File: src/rtl/player_data_tx_if.sv
// Sync-link transmit port: parallel state word in, 8N1 serial line and status out.
interface player_data_tx_if #(
    parameter int DATA_WIDTH = 48
);
    logic [DATA_WIDTH-1:0] data_in;
    logic                  data_in_valid;
    logic                  tx_out;
    logic                  busy_out;
    logic                  packet_done_out;

    modport master (
        output data_in,
        output data_in_valid,
        input  tx_out,
        input  busy_out,
        input  packet_done_out
    );

    modport slave (
        input  data_in,
        input  data_in_valid,
        output tx_out,
        output busy_out,
        output packet_done_out
    );
endinterface

File: src/rtl/player_data_tx.sv
// Frames the player state word as [header, payload MSB-first, optional checksum] and sends it as UART 8N1.
// Define SYNC_TX_CHECKSUM_EN to append the XOR-of-payload checksum byte.
//
// state    | meaning
// ST_IDLE  | line high, waiting for a word strobe
// ST_START | driving the start bit (0)
// ST_DATA  | driving the 8 data bits, LSB first
// ST_STOP  | driving the stop bit (1); chooses next byte, next packet or idle
module player_data_tx #(
    parameter int         DATA_WIDTH   = 48,
    parameter int         CLKS_PER_BIT = 644,
    parameter logic [7:0] HEADER_BYTE  = 8'hA5
) (
    input  logic            clk_pixel_in,
    input  logic            rst_n_in,
    player_data_tx_if.slave bus
);

    localparam int NB    = DATA_WIDTH / 8;
    localparam int CNT_W = $clog2(CLKS_PER_BIT);
    localparam int IDX_W = $clog2(NB + 2);

    localparam logic [CNT_W-1:0] CNT_LOAD = CNT_W'(CLKS_PER_BIT - 1);
    localparam logic [CNT_W-1:0] CNT_ONE  = CNT_W'(1);
    localparam logic [IDX_W-1:0] IDX_ONE  = IDX_W'(1);
`ifdef SYNC_TX_CHECKSUM_EN
    localparam logic [IDX_W-1:0] LAST_IDX = IDX_W'(NB + 1);
`else
    localparam logic [IDX_W-1:0] LAST_IDX = IDX_W'(NB);
`endif

    typedef enum logic [1:0] {ST_IDLE, ST_START, ST_DATA, ST_STOP} state_t;

    state_t                r_state;
    logic [CNT_W-1:0]      r_cnt;
    logic [2:0]            r_bit_idx;
    logic [IDX_W-1:0]      r_byte_idx;
    logic [DATA_WIDTH-1:0] r_shift;
    logic [7:0]            r_byte;
    logic [DATA_WIDTH-1:0] r_pend;
    logic                  r_pend_valid;
    logic                  r_tx;
    logic                  r_busy;
    logic                  r_done;
    logic                  r_armed;
`ifdef SYNC_TX_CHECKSUM_EN
    logic [7:0]            r_csum;
    logic [7:0]            w_csum_nxt;
`endif

    state_t                w_state_nxt;
    logic [CNT_W-1:0]      w_cnt_nxt;
    logic [2:0]            w_bit_nxt;
    logic [2:0]            w_bit_inc;
    logic [IDX_W-1:0]      w_byte_idx_nxt;
    logic [IDX_W-1:0]      w_idx_inc;
    logic [DATA_WIDTH-1:0] w_shift_nxt;
    logic [7:0]            w_byte_nxt;
    logic [DATA_WIDTH-1:0] w_pend_nxt;
    logic                  w_pend_valid_nxt;
    logic                  w_tx_nxt;
    logic                  w_busy_nxt;
    logic                  w_done_nxt;
    logic                  w_tc;
    logic                  w_last;
    logic                  w_complete;
    logic                  w_strobe;
    logic                  w_load;
    logic [DATA_WIDTH-1:0] w_load_word;

    // Strobes arriving on the first clock after reset release are dropped.
    assign w_strobe   = bus.data_in_valid & r_armed;
    assign w_tc       = (r_cnt == '0);
    assign w_last     = (r_byte_idx == LAST_IDX);
    assign w_complete = (r_state == ST_STOP) && w_tc && w_last;
    assign w_bit_inc  = r_bit_idx + 3'd1;
    assign w_idx_inc  = r_byte_idx + IDX_ONE;

    always_ff @(posedge clk_pixel_in or negedge rst_n_in) begin
        if (!rst_n_in) begin
            r_state      <= ST_IDLE;
            r_cnt        <= '0;
            r_bit_idx    <= '0;
            r_byte_idx   <= '0;
            r_shift      <= '0;
            r_byte       <= '0;
            r_pend       <= '0;
            r_pend_valid <= 1'b0;
            r_tx         <= 1'b1;
            r_busy       <= 1'b0;
            r_done       <= 1'b0;
            r_armed      <= 1'b0;
`ifdef SYNC_TX_CHECKSUM_EN
            r_csum       <= '0;
`endif
        end else begin
            r_state      <= w_state_nxt;
            r_cnt        <= w_cnt_nxt;
            r_bit_idx    <= w_bit_nxt;
            r_byte_idx   <= w_byte_idx_nxt;
            r_shift      <= w_shift_nxt;
            r_byte       <= w_byte_nxt;
            r_pend       <= w_pend_nxt;
            r_pend_valid <= w_pend_valid_nxt;
            r_tx         <= w_tx_nxt;
            r_busy       <= w_busy_nxt;
            r_done       <= w_done_nxt;
            r_armed      <= 1'b1;
`ifdef SYNC_TX_CHECKSUM_EN
            r_csum       <= w_csum_nxt;
`endif
        end
    end

    always_comb begin
        w_state_nxt      = r_state;
        w_cnt_nxt        = r_cnt;
        w_bit_nxt        = r_bit_idx;
        w_byte_idx_nxt   = r_byte_idx;
        w_shift_nxt      = r_shift;
        w_byte_nxt       = r_byte;
        w_pend_nxt       = r_pend;
        w_pend_valid_nxt = r_pend_valid;
        w_tx_nxt         = r_tx;
        w_busy_nxt       = r_busy;
        w_done_nxt       = 1'b0;
        w_load           = 1'b0;
        w_load_word      = bus.data_in;
`ifdef SYNC_TX_CHECKSUM_EN
        w_csum_nxt       = r_csum;
`endif

        if (r_state != ST_IDLE) begin
            w_cnt_nxt = r_cnt - CNT_ONE;
        end

        // On the completion cycle a strobe becomes the next packet, not the pending word.
        if (w_strobe && (r_state != ST_IDLE) && !w_complete) begin
            w_pend_nxt       = bus.data_in;
            w_pend_valid_nxt = 1'b1;
        end

        case (r_state)
            ST_IDLE: begin
                w_tx_nxt   = 1'b1;
                w_busy_nxt = 1'b0;
                if (w_strobe) begin
                    w_load = 1'b1;
                end
            end
            ST_START: begin
                if (w_tc) begin
                    w_state_nxt = ST_DATA;
                    w_cnt_nxt   = CNT_LOAD;
                    w_bit_nxt   = '0;
                    w_tx_nxt    = r_byte[0];
                end
            end
            ST_DATA: begin
                if (w_tc) begin
                    w_cnt_nxt = CNT_LOAD;
                    if (r_bit_idx == 3'd7) begin
                        w_state_nxt = ST_STOP;
                        w_tx_nxt    = 1'b1;
                    end else begin
                        w_bit_nxt = w_bit_inc;
                        w_tx_nxt  = r_byte[w_bit_inc];
                    end
                end
            end
            ST_STOP: begin
                if (w_last && (r_cnt == CNT_ONE)) begin
                    w_done_nxt = 1'b1;
                end
                if (w_tc && w_last) begin
                    if (w_strobe) begin
                        w_load           = 1'b1;
                        w_pend_valid_nxt = 1'b0;
                    end else if (r_pend_valid) begin
                        w_load           = 1'b1;
                        w_load_word      = r_pend;
                        w_pend_valid_nxt = 1'b0;
                    end else begin
                        w_state_nxt = ST_IDLE;
                        w_tx_nxt    = 1'b1;
                        w_busy_nxt  = 1'b0;
                    end
                end else if (w_tc) begin
                    w_state_nxt    = ST_START;
                    w_cnt_nxt      = CNT_LOAD;
                    w_byte_idx_nxt = w_idx_inc;
                    w_tx_nxt       = 1'b0;
`ifdef SYNC_TX_CHECKSUM_EN
                    if (w_idx_inc == LAST_IDX) begin
                        w_byte_nxt = r_csum;
                    end else begin
                        w_byte_nxt  = r_shift[DATA_WIDTH-1 -: 8];
                        w_shift_nxt = r_shift << 8;
                        w_csum_nxt  = r_csum ^ r_shift[DATA_WIDTH-1 -: 8];
                    end
`else
                    w_byte_nxt  = r_shift[DATA_WIDTH-1 -: 8];
                    w_shift_nxt = r_shift << 8;
`endif
                end
            end
            default: begin
                w_state_nxt = ST_IDLE;
            end
        endcase

        if (w_load) begin
            w_state_nxt    = ST_START;
            w_cnt_nxt      = CNT_LOAD;
            w_bit_nxt      = '0;
            w_byte_idx_nxt = '0;
            w_shift_nxt    = w_load_word;
            w_byte_nxt     = HEADER_BYTE;
            w_tx_nxt       = 1'b0;
            w_busy_nxt     = 1'b1;
`ifdef SYNC_TX_CHECKSUM_EN
            w_csum_nxt     = '0;
`endif
        end
    end

    assign bus.tx_out          = r_tx;
    assign bus.busy_out        = r_busy;
    assign bus.packet_done_out = r_done;

endmodule

File: src/flat_wrapper.sv
// flat-port wrapper written by rule: the top's interface ports become plain ports
module player_data_tx_flat 
#(
    parameter int         DATA_WIDTH   = 48,
    parameter int         CLKS_PER_BIT = 644,
    parameter logic [7:0] HEADER_BYTE  = 8'hA5
)
  (clk_pixel_in, rst_n_in, bus_data_in, bus_data_in_valid, bus_tx_out, bus_busy_out, bus_packet_done_out);
  player_data_tx_if #(.DATA_WIDTH(DATA_WIDTH)) bus_i ();
  input  logic clk_pixel_in;
  input  logic rst_n_in;
  input wire logic [$bits(bus_i.data_in)-1:0] bus_data_in;
  input wire logic [$bits(bus_i.data_in_valid)-1:0] bus_data_in_valid;
  output wire logic [$bits(bus_i.tx_out)-1:0] bus_tx_out;
  output wire logic [$bits(bus_i.busy_out)-1:0] bus_busy_out;
  output wire logic [$bits(bus_i.packet_done_out)-1:0] bus_packet_done_out;
  assign bus_i.data_in = bus_data_in;
  assign bus_i.data_in_valid = bus_data_in_valid;
  assign bus_tx_out = bus_i.tx_out;
  assign bus_busy_out = bus_i.busy_out;
  assign bus_packet_done_out = bus_i.packet_done_out;
  player_data_tx #(.DATA_WIDTH(DATA_WIDTH), .CLKS_PER_BIT(CLKS_PER_BIT), .HEADER_BYTE(HEADER_BYTE)) u_core (.clk_pixel_in(clk_pixel_in), .rst_n_in(rst_n_in), .bus(bus_i));
endmodule
File: config.mk
export PLATFORM = sky130hd
export DESIGN_NAME = player_data_tx_flat
export DESIGN_NICKNAME = d
export VERILOG_FILES = /design/src/rtl/player_data_tx_if.sv /design/src/rtl/player_data_tx.sv /design/src/flat_wrapper.sv
export SDC_FILE = /design/constraint.sdc
export NUM_CORES = 1
export LEC_CHECK = 0
export BUFFER_PORTS_ARGS = -buffer_cell sky130_fd_sc_hd__buf_4
export CORE_MARGIN = 4
export CORE_UTILIZATION = 35
export CTS_CLUSTER_DIAMETER = 30
export DETAILED_ROUTE_END_ITERATION = 10
export PLACE_DENSITY = 0.48
export SLEW_MARGIN = 15
export SYNTH_ARGS = -nofsm -noshare
export SYNTH_HDL_FRONTEND = slang
export SYNTH_SLANG_ARGS = --single-unit
export TNS_END_PERCENT = 100
File: constraint.sdc
create_clock -name clk_pixel_in -period 4.55 [get_ports clk_pixel_in]
set_input_delay 0.2275 -clock clk_pixel_in [delete_from_list [all_inputs] [get_ports clk_pixel_in]]
set_output_delay 0.2275 -clock clk_pixel_in [all_outputs]
set_load 0.02 [all_outputs]
==> results.txt, run 1 <==
leakage - 3.16 nW
Slowest-stage cell, CP - nor3b_1
status - completed
Synth warnings - 0
Die Span Y - 142 microns
Relative slew margins - 0.505
crit path max fanout - 24
Gate power share - 0.056
part of the power in the clock network - 0.505
via density per instance - 5.22
first-pass GRT wire length - 24.7 mm
Synth Flop Type - dfrtp_1
CP required - 4.84 ns
CP top delay family - compound AO/OA/AOI/OAI gates
setup violators final - 0
CP endpoint kind - flip-flop
worst clock skew - 0.0122 ns
Seq/Total Area, Yosys - 0.509
synthesized flop and latch total - 127
CTS tree - built
clk sink count - 127
Max Slew Vio Count - 0
mapped cell area - 6250 sq um
Area Overhead vs Synth - 19.5%
worst r2r dst - u_core.r_shift[24]$_DFFE_PN0P_
gr ovfl total - 0
Yosys top cell area share - 0.505
power per cell area - 374 nW/um^2
ANT nets after route - 0
WHS Endpoint - u_core.r_pend[24]$_DFFE_PN0P_
layout cells sized above 1 - 0.243
R2R setup slack - 1.62 ns
Die X - 142 microns
Clock transition at path regs - 0.06 ns
Post-layout nets - 713
Final period util - 0.644
Tmin final - 2.93 ns
FF-to-FF path depth - 8
max-cap check violation count - 0
CP arrival - 3.22 ns
num ports - 54
drt initial violations - 210
GRT Resource Usage Total - 0.154
num rows - 48
Post-synth EDFFs - 0
ant diodes - 0
Initial Utilization - 0.359
CTS buffer count - 17
initial antenna violation count - 0
switching part of the total - 0.221
actual slew at the worst max-slew pin - 0.740 ns
DRC viols - 0
DR pass1 iterations - 5
routability cong. - 0.829
I/O Buffers - 53
Seq pwr share - 0.439
ys async rst share - 1.00
commonest non-fill, non-tap cell in the layout - dfrtp_1
Worst setup SP type - flip-flop
Final Hold Vio Count - 0
root buffer cell - clkbuf_16
Mean Syn Cell Area - 10.3 sq um
synthesized netlist cell count - 608
fill count - 1707
RSZ-0062 raised after global routing - no
Die Area - 20100 sq um
crit-path cells - inv_1 > ha_1 > nor3b_1 > a21oi_4 > buf_16 > buf_4 > a211oi_1 > a31oi_1
max incr delay on CP - 0.60 ns
Internal - 0.00218 W
switching power total - 0.000617 W
FMAX - 341 MHz
CP Class - flip-flop to flip-flop
clk_lat worst skew - 0.42 ns
vias in the first global route - 4857
area leader, netlist - dfrtp_1
largest net degree at the start of global routing - 59
Synthesized Nets - 672
largest cells by area after synthesis - dfrtp_1, mux2_2, nand2_1
via count - 4627
WHS Path Cells - 2
setup TNS - 0 ns
Core Area - 17400 sq um
total power - 0.00279 W
post-DP HPWL - 9.54 mm
WL/cell - 16.5 microns
commonest cells after routing, fill and taps aside - dfrtp_1, nand2_1, buf_4
Worst Path Buf+Inv - 3
Yosys cell types - 48
worst min path class - input port to flip-flop
hold_sp - bus_data_in[24]
R2R Path Start - u_core.r_state[0]$_DFFE_PN0P_
CTS max path bufs - 2
Post-CTS Setup Inserts - 0
CTS-repair resized insts - 0
Total Wirelength - 14.6 mm
H-Tree Depth - 4
Peak VDD IR - 0.273 mV
## registers in the layout (all words and copies together) (netlist names), 2 cells and up
signal             count
u_core.r_bit_idx       3
u_core.r_byte          8
u_core.r_byte_idx      3
u_core.r_cnt          10
u_core.r_pend         48
u_core.r_shift        48
u_core.r_state         2
## worst register-to-register path: stages (launching register included)
cell,delay (ns)
dfrtp_1,0.41
inv_1,0.14
ha_1,0.55
nor3b_1,0.61
a21oi_4,0.25
buf_16,0.25
buf_4,0.22
a211oi_1,0.31
a31oi_1,0.07
## cells by family after synthesis
logic type                 Yosys count  share of synthesized area
xor gates and xnor gates             8                     0.0112
muxes                               60                      0.108
AOI/OAI and AO/OA                  130                      0.141
buffers and inverters               51                     0.0374
other                                1                   0.000600
DFF                                127                      0.509
and+or+nand+nor                    218                      0.167
adders and majority gates           13                     0.0260
## metal layers
| metal | track usage | part of all wire | vias to the layer above |
|---|---|---|---|
| met5 | 0 | 0 | - |
| li1 | - | - | 2244 |
| met3 | 0.0421 | 0.038 | 14 |
| met1 | 0.200 | 0.48 | 2290 |
| met4 | 0.0470 | 0.011 | 0 |
| met2 | 0.253 | 0.47 | 79 |
## cell type report
class	instances	area (sq um)	area share
Clock buffer	19	453	0.0606
Clock inverter	13	161	0.0216
Inverter	9	33.8	0.00452
Multi-Input combinational cell	430	2860	0.383
Sequential cell	127	3180	0.426
Tap cell	225	282	0.0377
Timing Repair Buffer	64	503	0.0673
## worst max-delay path by stage
stage                                             start                             end  slack, ns  depth (start not counted)
after floorplan               u_core.r_cnt[7]$_DFF_PN0_  u_core.r_shift[46]$_DFFE_PN0P_       2.41                          6
final                     u_core.r_state[0]$_DFFE_PN0P_  u_core.r_shift[24]$_DFFE_PN0P_       1.62                          8
after global placement        u_core.r_cnt[0]$_DFF_PN0_   u_core.r_shift[7]$_DFFE_PN0P_       1.62                          8
after global routing      u_core.r_state[1]$_DFFE_PN0P_  u_core.r_shift[24]$_DFFE_PN0P_       1.42                          8
after CTS                 u_core.r_state[0]$_DFFE_PN0P_  u_core.r_shift[29]$_DFFE_PN0P_       1.58                          7
after detailed placement  u_core.r_state[0]$_DFFE_PN0P_  u_core.r_shift[47]$_DFFE_PN0P_       1.60                          7
## what timing repair did
action | 4_1_cts | 5_1_grt
setup endpoints to repair | 0 | 0
hold buffers | 1 | 0
endpoints found under the hold margin | 43 | 0
## synth_stat cells (2+ instances only)
cell / number
o21ai_0: 10
or4_4: 2
clkbuf_1: 28
nand4_1: 4
nor2b_1: 41
xnor2_1: 7
o211ai_1: 2
buf_4: 5
mux2_2: 49
a31oi_1: 44
a21oi_1: 15
inv_1: 9
or3_1: 3
dfrtp_1: 126
a22o_1: 2
and3_1: 2
buf_6: 2
nor3_1: 10
a31o_2: 8
nand2_1: 102
nor4_1: 5
buf_2: 7
ha_1: 13
nand3_1: 10
a211oi_1: 40
nor2_1: 32
mux2i_1: 9
## power groups by stage
stage	combinational, W	sequential [W]	clock [W]
after floorplan	0.0000879	0.00124	0
after global routing	0.000177	0.00123	0.00150
final	0.000157	0.00123	0.00141
after CTS	0.000162	0.00123	0.00145
after global placement	0.000157	0.00124	0
after detailed placement	0.000161	0.00125	0
## metrics by stage
step | setup WS (ns) | hold slack (ns) | cells | utilization | area [sq um]
after CTS | 1.58 | 0.0155 | 886 | 0.427 | 7440
after global routing | 1.42 | 0.0191 | 887 | 0.429 | 7470
after global placement | 1.62 | 0.290 | 853 | 0.391 | 6820
after detailed placement | 1.60 | 0.295 | 853 | 0.391 | 6820
after floorplan | 2.41 | -0.0681 | 608 | - | 6250
final | 1.62 | 0.0407 | 887 | 0.429 | 7470
Power figures use the tool's default switching activity.
==> run 2, diff against run 1 <==
clock period = 3 ns   (was 4.55 ns; I/O delays follow)
==> results.txt, run 2 (same netlist as run 1, synthesis figures left out) <==
Clock transition at path regs - 0.05 ns
Gate power share - 0.070
largest net degree at the start of global routing - 88
initial antenna violation count - 0
routability cong. - 0.830
via density per instance - 5.17
Final Hold Vio Count - 0
R2R setup slack - 0.38 ns
clk_lat worst skew - 0.41 ns
first-pass GRT wire length - 25.1 mm
worst clock skew - 0.00920 ns
switching power total - 0.000894 W
CP required - 3.30 ns
actual slew at the worst max-slew pin - 0.808 ns
GRT Resource Usage Total - 0.156
part of the power in the clock network - 0.487
CP dominant cell by count - buf_4
leakage - 3.39 nW
post-DP HPWL - 9.58 mm
Post-layout nets - 764
vias in the first global route - 4934
CP arrival - 2.92 ns
ant diodes - 0
Die Area - 20100 sq um
commonest cells after routing, fill and taps aside - dfrtp_1, nand2_1, buf_4
hold_sp - bus_data_in_valid
R2R Path Start - u_core.r_state[0]$_DFFE_PN0P_
Core Area - 17400 sq um
commonest non-fill, non-tap cell in the layout - dfrtp_1
CP endpoint kind - flip-flop
max-cap check violation count - 0
crit-path cells - inv_1 > ha_1 > nor3b_1 > buf_4 > a21oi_4 > buf_4 > nor2_1 > a31o_2
H-Tree Depth - 4
Peak VDD IR - 0.386 mV
clk sink count - 127
Internal - 0.00330 W
Post-CTS Setup Inserts - 0
Total Wirelength - 14.8 mm
Tmin final - 2.62 ns
setup TNS - 0 ns
num ports - 54
switching part of the total - 0.213
FF-to-FF path depth - 8
Slowest-stage cell, CP - a21oi_4
num rows - 48
CP Class - flip-flop to flip-flop
CTS buffer count - 17
worst setup path startpoint - u_core.r_state[0]$_DFFE_PN0P_
Die X - 142 microns
WHS Endpoint - u_core.r_pend_valid$_DFF_PN0_
RSZ-0062 raised after global routing - no
max incr delay on CP - 0.62 ns
crit path max fanout - 28
power per cell area - 525 nW/um^2
DR pass1 iterations - 5
WL/cell - 15.8 microns
Max Slew Vio Count - 0
status - completed
Post-Place Setup Slack - 0.382 ns
ANT nets after route - 0
post-layout util - 0.459
Die Span Y - 142 microns
gr ovfl total - 0
Initial Utilization - 0.359
Area Overhead vs Synth - 27.9%
CTS tree - built
Setup WS post-layout - 0.384 ns
DRC viols - 0
Largest regs - u_core.r_pend: 48 flops, u_core.r_shift: 48 flops, u_core.r_cnt: 10 flops
FMAX - 382 MHz
Worst setup SP type - flip-flop
drt initial violations - 288
I/O Buffers - 53
Final period util - 0.872
worst r2r dst - u_core.r_shift[5]$_DFFE_PN0P_
Relative slew margins - 0.460
CTS max path bufs - 2
layout cells sized above 1 - 0.228
worst min path class - input port to flip-flop
root buffer cell - clkbuf_16
Seq pwr share - 0.443
via count - 4847
WHS Path Cells - 5
setup violators final - 0
## run 2: changes by cell type in the layout (fill, tap and decap cells not counted), sizes merged
cell,delta
buf,+3
clkbuf,+3
bufinv,-1
dlygate4sd3,+48
clkinv,-1
clkinvlp,-2
## run 2: final cells by class
cell class,instances,area (sq um)
multi-input cells,430,2860
repair buffers,115,1050
flip-flops and latches,127,3180
clock inverters,9,108
fillers,1680,9420
clock buffers,22,484
inverters,9,33.8
well taps,225,282
## run 2: layer usage
metal / part of all wire / track usage / up-vias
met5: 0 / 0 / -
met4: 0.011 / 0.0530 / 0
met3: 0.039 / 0.0330 / 16
met2: 0.49 / 0.252 / 93
met1: 0.46 / 0.210 / 2389
li1: - / - / 2349
## run 2: stage by stage
stage | instances | power (W) | cell area, sq um | hold WS, ns
floorplan | 608 | 0.00201 | 6250 | -0.146
global placement | 857 | 0.00213 | 6910 | 0.243
detailed placement | 857 | 0.00214 | 6910 | 0.240
CTS | 937 | 0.00427 | 7990 | 0.164
global route | 937 | 0.00437 | 7990 | 0.211
finish | 937 | 0.00420 | 7990 | 0.182
## run 2: worst max-delay path: cells and delay by family (launching register included)
family	cells	cell delay, ns
simple gates	2	0.17
compound gates	2	0.83
flops	1	0.40
fa+ha+maj	1	0.48
buf+inv	3	0.63
## run 2: power groups by stage
| stage | clock [W] | combinational (W) | sequential, W |
|---|---|---|---|
| floorplan | 0 | 0.000133 | 0.00188 |
| global placement | 0 | 0.000244 | 0.00188 |
| detailed placement | 0 | 0.000250 | 0.00189 |
| CTS | 0.00211 | 0.000301 | 0.00186 |
| global route | 0.00218 | 0.000326 | 0.00187 |
| finish | 0.00204 | 0.000292 | 0.00186 |
## run 2: timing repair
item	4_1_cts	5_1_grt
setup endpoints to repair	0	0
hold buffers	49	0
hold endpoints to repair	97	0
gates resized for setup	0	0
## run 2: worst max path at each step
stage / endpoint / slack (ns) / depth (start not counted)
after CTS: u_core.r_shift[2]$_DFFE_PN0P_ / 0.35 / 8
final: u_core.r_shift[5]$_DFFE_PN0P_ / 0.38 / 8
after detailed placement: u_core.r_shift[2]$_DFFE_PN0P_ / 0.38 / 8
after global routing: u_core.r_shift[2]$_DFFE_PN0P_ / 0.18 / 8
after floorplan: u_core.r_shift[46]$_DFFE_PN0P_ / 0.86 / 6
after global placement: u_core.r_shift[4]$_DFFE_PN0P_ / 0.45 / 8
==> run 3, diff against run 2 <==
CELL_PAD_IN_SITES_DETAIL_PLACEMENT = 1   (was unset)
CELL_PAD_IN_SITES_GLOBAL_PLACEMENT = 1   (was unset)
PLACE_DENSITY = 0.58   (was 0.48)
==> results.txt, run 3 (same netlist as run 1, synthesis figures left out) <==
status - completed
Die Span Y - 142 microns
FMAX - 394 MHz
via density per instance - 5.31
DR pass1 iterations - 4
ANT nets after route - 0
DRC viols - 0
crit path max fanout - 28
CTS max path bufs - 2
H-Tree Depth - 4
clk sink count - 127
CTS tree - built
total power - 0.00400 W
routability cong. - 0.815
Max Slew Vio Count - 0
leakage - 3.37 nW
root buffer cell - clkbuf_16
setup violators final - 0
clk_lat worst skew - 0.41 ns
post-DP HPWL - 10.6 mm
first-pass GRT wire length - 28.0 mm
actual slew at the worst max-slew pin - 0.822 ns
WL/cell - 17.3 microns
Worst setup SP type - flip-flop
worst clock skew - 0.0102 ns
I/O Buffers - 53
via count - 4987
Die X - 142 microns
gr ovfl total - 0
worst min path class - input port to flip-flop
initial antenna violation count - 0
CP arrival - 2.82 ns
Peak VDD IR - 0.332 mV
drt initial violations - 201
commonest non-fill, non-tap cell in the layout - dfrtp_1
Largest regs - u_core.r_pend: 48 flops, u_core.r_shift: 48 flops, u_core.r_cnt: 10 flops
num rows - 48
Die Area - 20100 sq um
Final period util - 0.845
power per cell area - 504 nW/um^2
CP required - 3.29 ns
ant diodes - 0
CP endpoint kind - flip-flop
largest net degree at the start of global routing - 88
Clock transition at path regs - 0.05 ns
Initial Utilization - 0.359
setup TNS - 0 ns
Relative slew margins - 0.451
num ports - 54
commonest cells after routing, fill and taps aside - dfrtp_1, nand2_1, buf_4
Core Area - 17400 sq um
CTS-repair resized insts - 0
Post-layout nets - 767
CP Class - flip-flop to flip-flop
post-layout util - 0.456
RSZ-0062 raised after global routing - no
vias in the first global route - 5499
max-cap check violation count - 0
Tmin final - 2.54 ns
layout cells sized above 1 - 0.228
Final Hold Vio Count - 0
GRT Resource Usage Total - 0.173
Area Overhead vs Synth - 27.0%
Total Wirelength - 16.2 mm
CTS buffer count - 17
-- run 3: timing repair --
action                     CTS  global route
setup buffers                0             0
hold buffers                48             0
setup endpoints to repair    0             0
hold endpoints to repair   100             0
-- run 3: where the power goes --
| part | internal [W] | total, W | switching (W) |
|---|---|---|---|
| Sequential | 0.00181 | 0.00186 | 0.0000507 |
| Clock | 0.00113 | 0.00184 | 0.000715 |
| Combinational | 0.000186 | 0.000296 | 0.000111 |
| Total | 0.00312 | 0.00400 | 0.000876 |
-- run 3: area by class of cell --
cell class	count	area (sq um)
fill	1925	9480
tap	225	282
sequential	127	3180
clock buffer	24	492
timing repair buffer	118	1060
clock inverter	6	35.0
inverter	9	33.8
multi-input combinational	430	2860
-- run 3: worst paths after layout --
path | depth (start not counted) | slack [ns] | start | endpoint
min | 2 | 0.02 | bus_data_in[45] | u_core.r_pend[45]$_DFFE_PN0P_
max | 5 | 0.46 | u_core.r_state[0]$_DFFE_PN0P_ | u_core.r_pend[9]$_DFFE_PN0P_
min reg2reg | 2 | 0.50 | u_core.r_shift[42]$_DFFE_PN0P_ | u_core.r_byte[2]$_DFFE_PN0P_
min in group asynchronous | 2 | 0.37 | rst_n_in | u_core.r_cnt[2]$_DFF_PN0_
max reg2reg | 5 | 0.46 | u_core.r_state[0]$_DFFE_PN0P_ | u_core.r_pend[9]$_DFFE_PN0P_
max in group asynchronous | 3 | 1.77 | rst_n_in | u_core.r_shift[6]$_DFFE_PN0P_
-- run 3: critical path: stages (launching register included) --
cell and delay (ns):
dfrtp_1 0.41, ha_1 0.34, and3_1 0.31, a21boi_4 0.68
buf_12 0.29, mux2_2 0.36
-- run 3: stage by stage --
stage / hold slack [ns] / worst slack, ns / cells / area (sq um)
after detailed placement: 0.290 / 0.447 / 861 / 6930
after global routing: 0.00149 / 0.284 / 939 / 7940
after floorplan: -0.146 / 0.857 / 608 / 6250
final: 0.0210 / 0.464 / 939 / 7940
after global placement: 0.283 / 0.514 / 861 / 6930
after CTS: 0.00116 / 0.442 / 939 / 7940
-- run 3: layer usage --
layer,GRT usage,vias to the layer above,share of wire
met4,0.0566,0,0.015
met3,0.0290,19,0.026
met1,0.225,2528,0.46
li1,-,2359,-
met5,0,-,0
met2,0.292,81,0.50
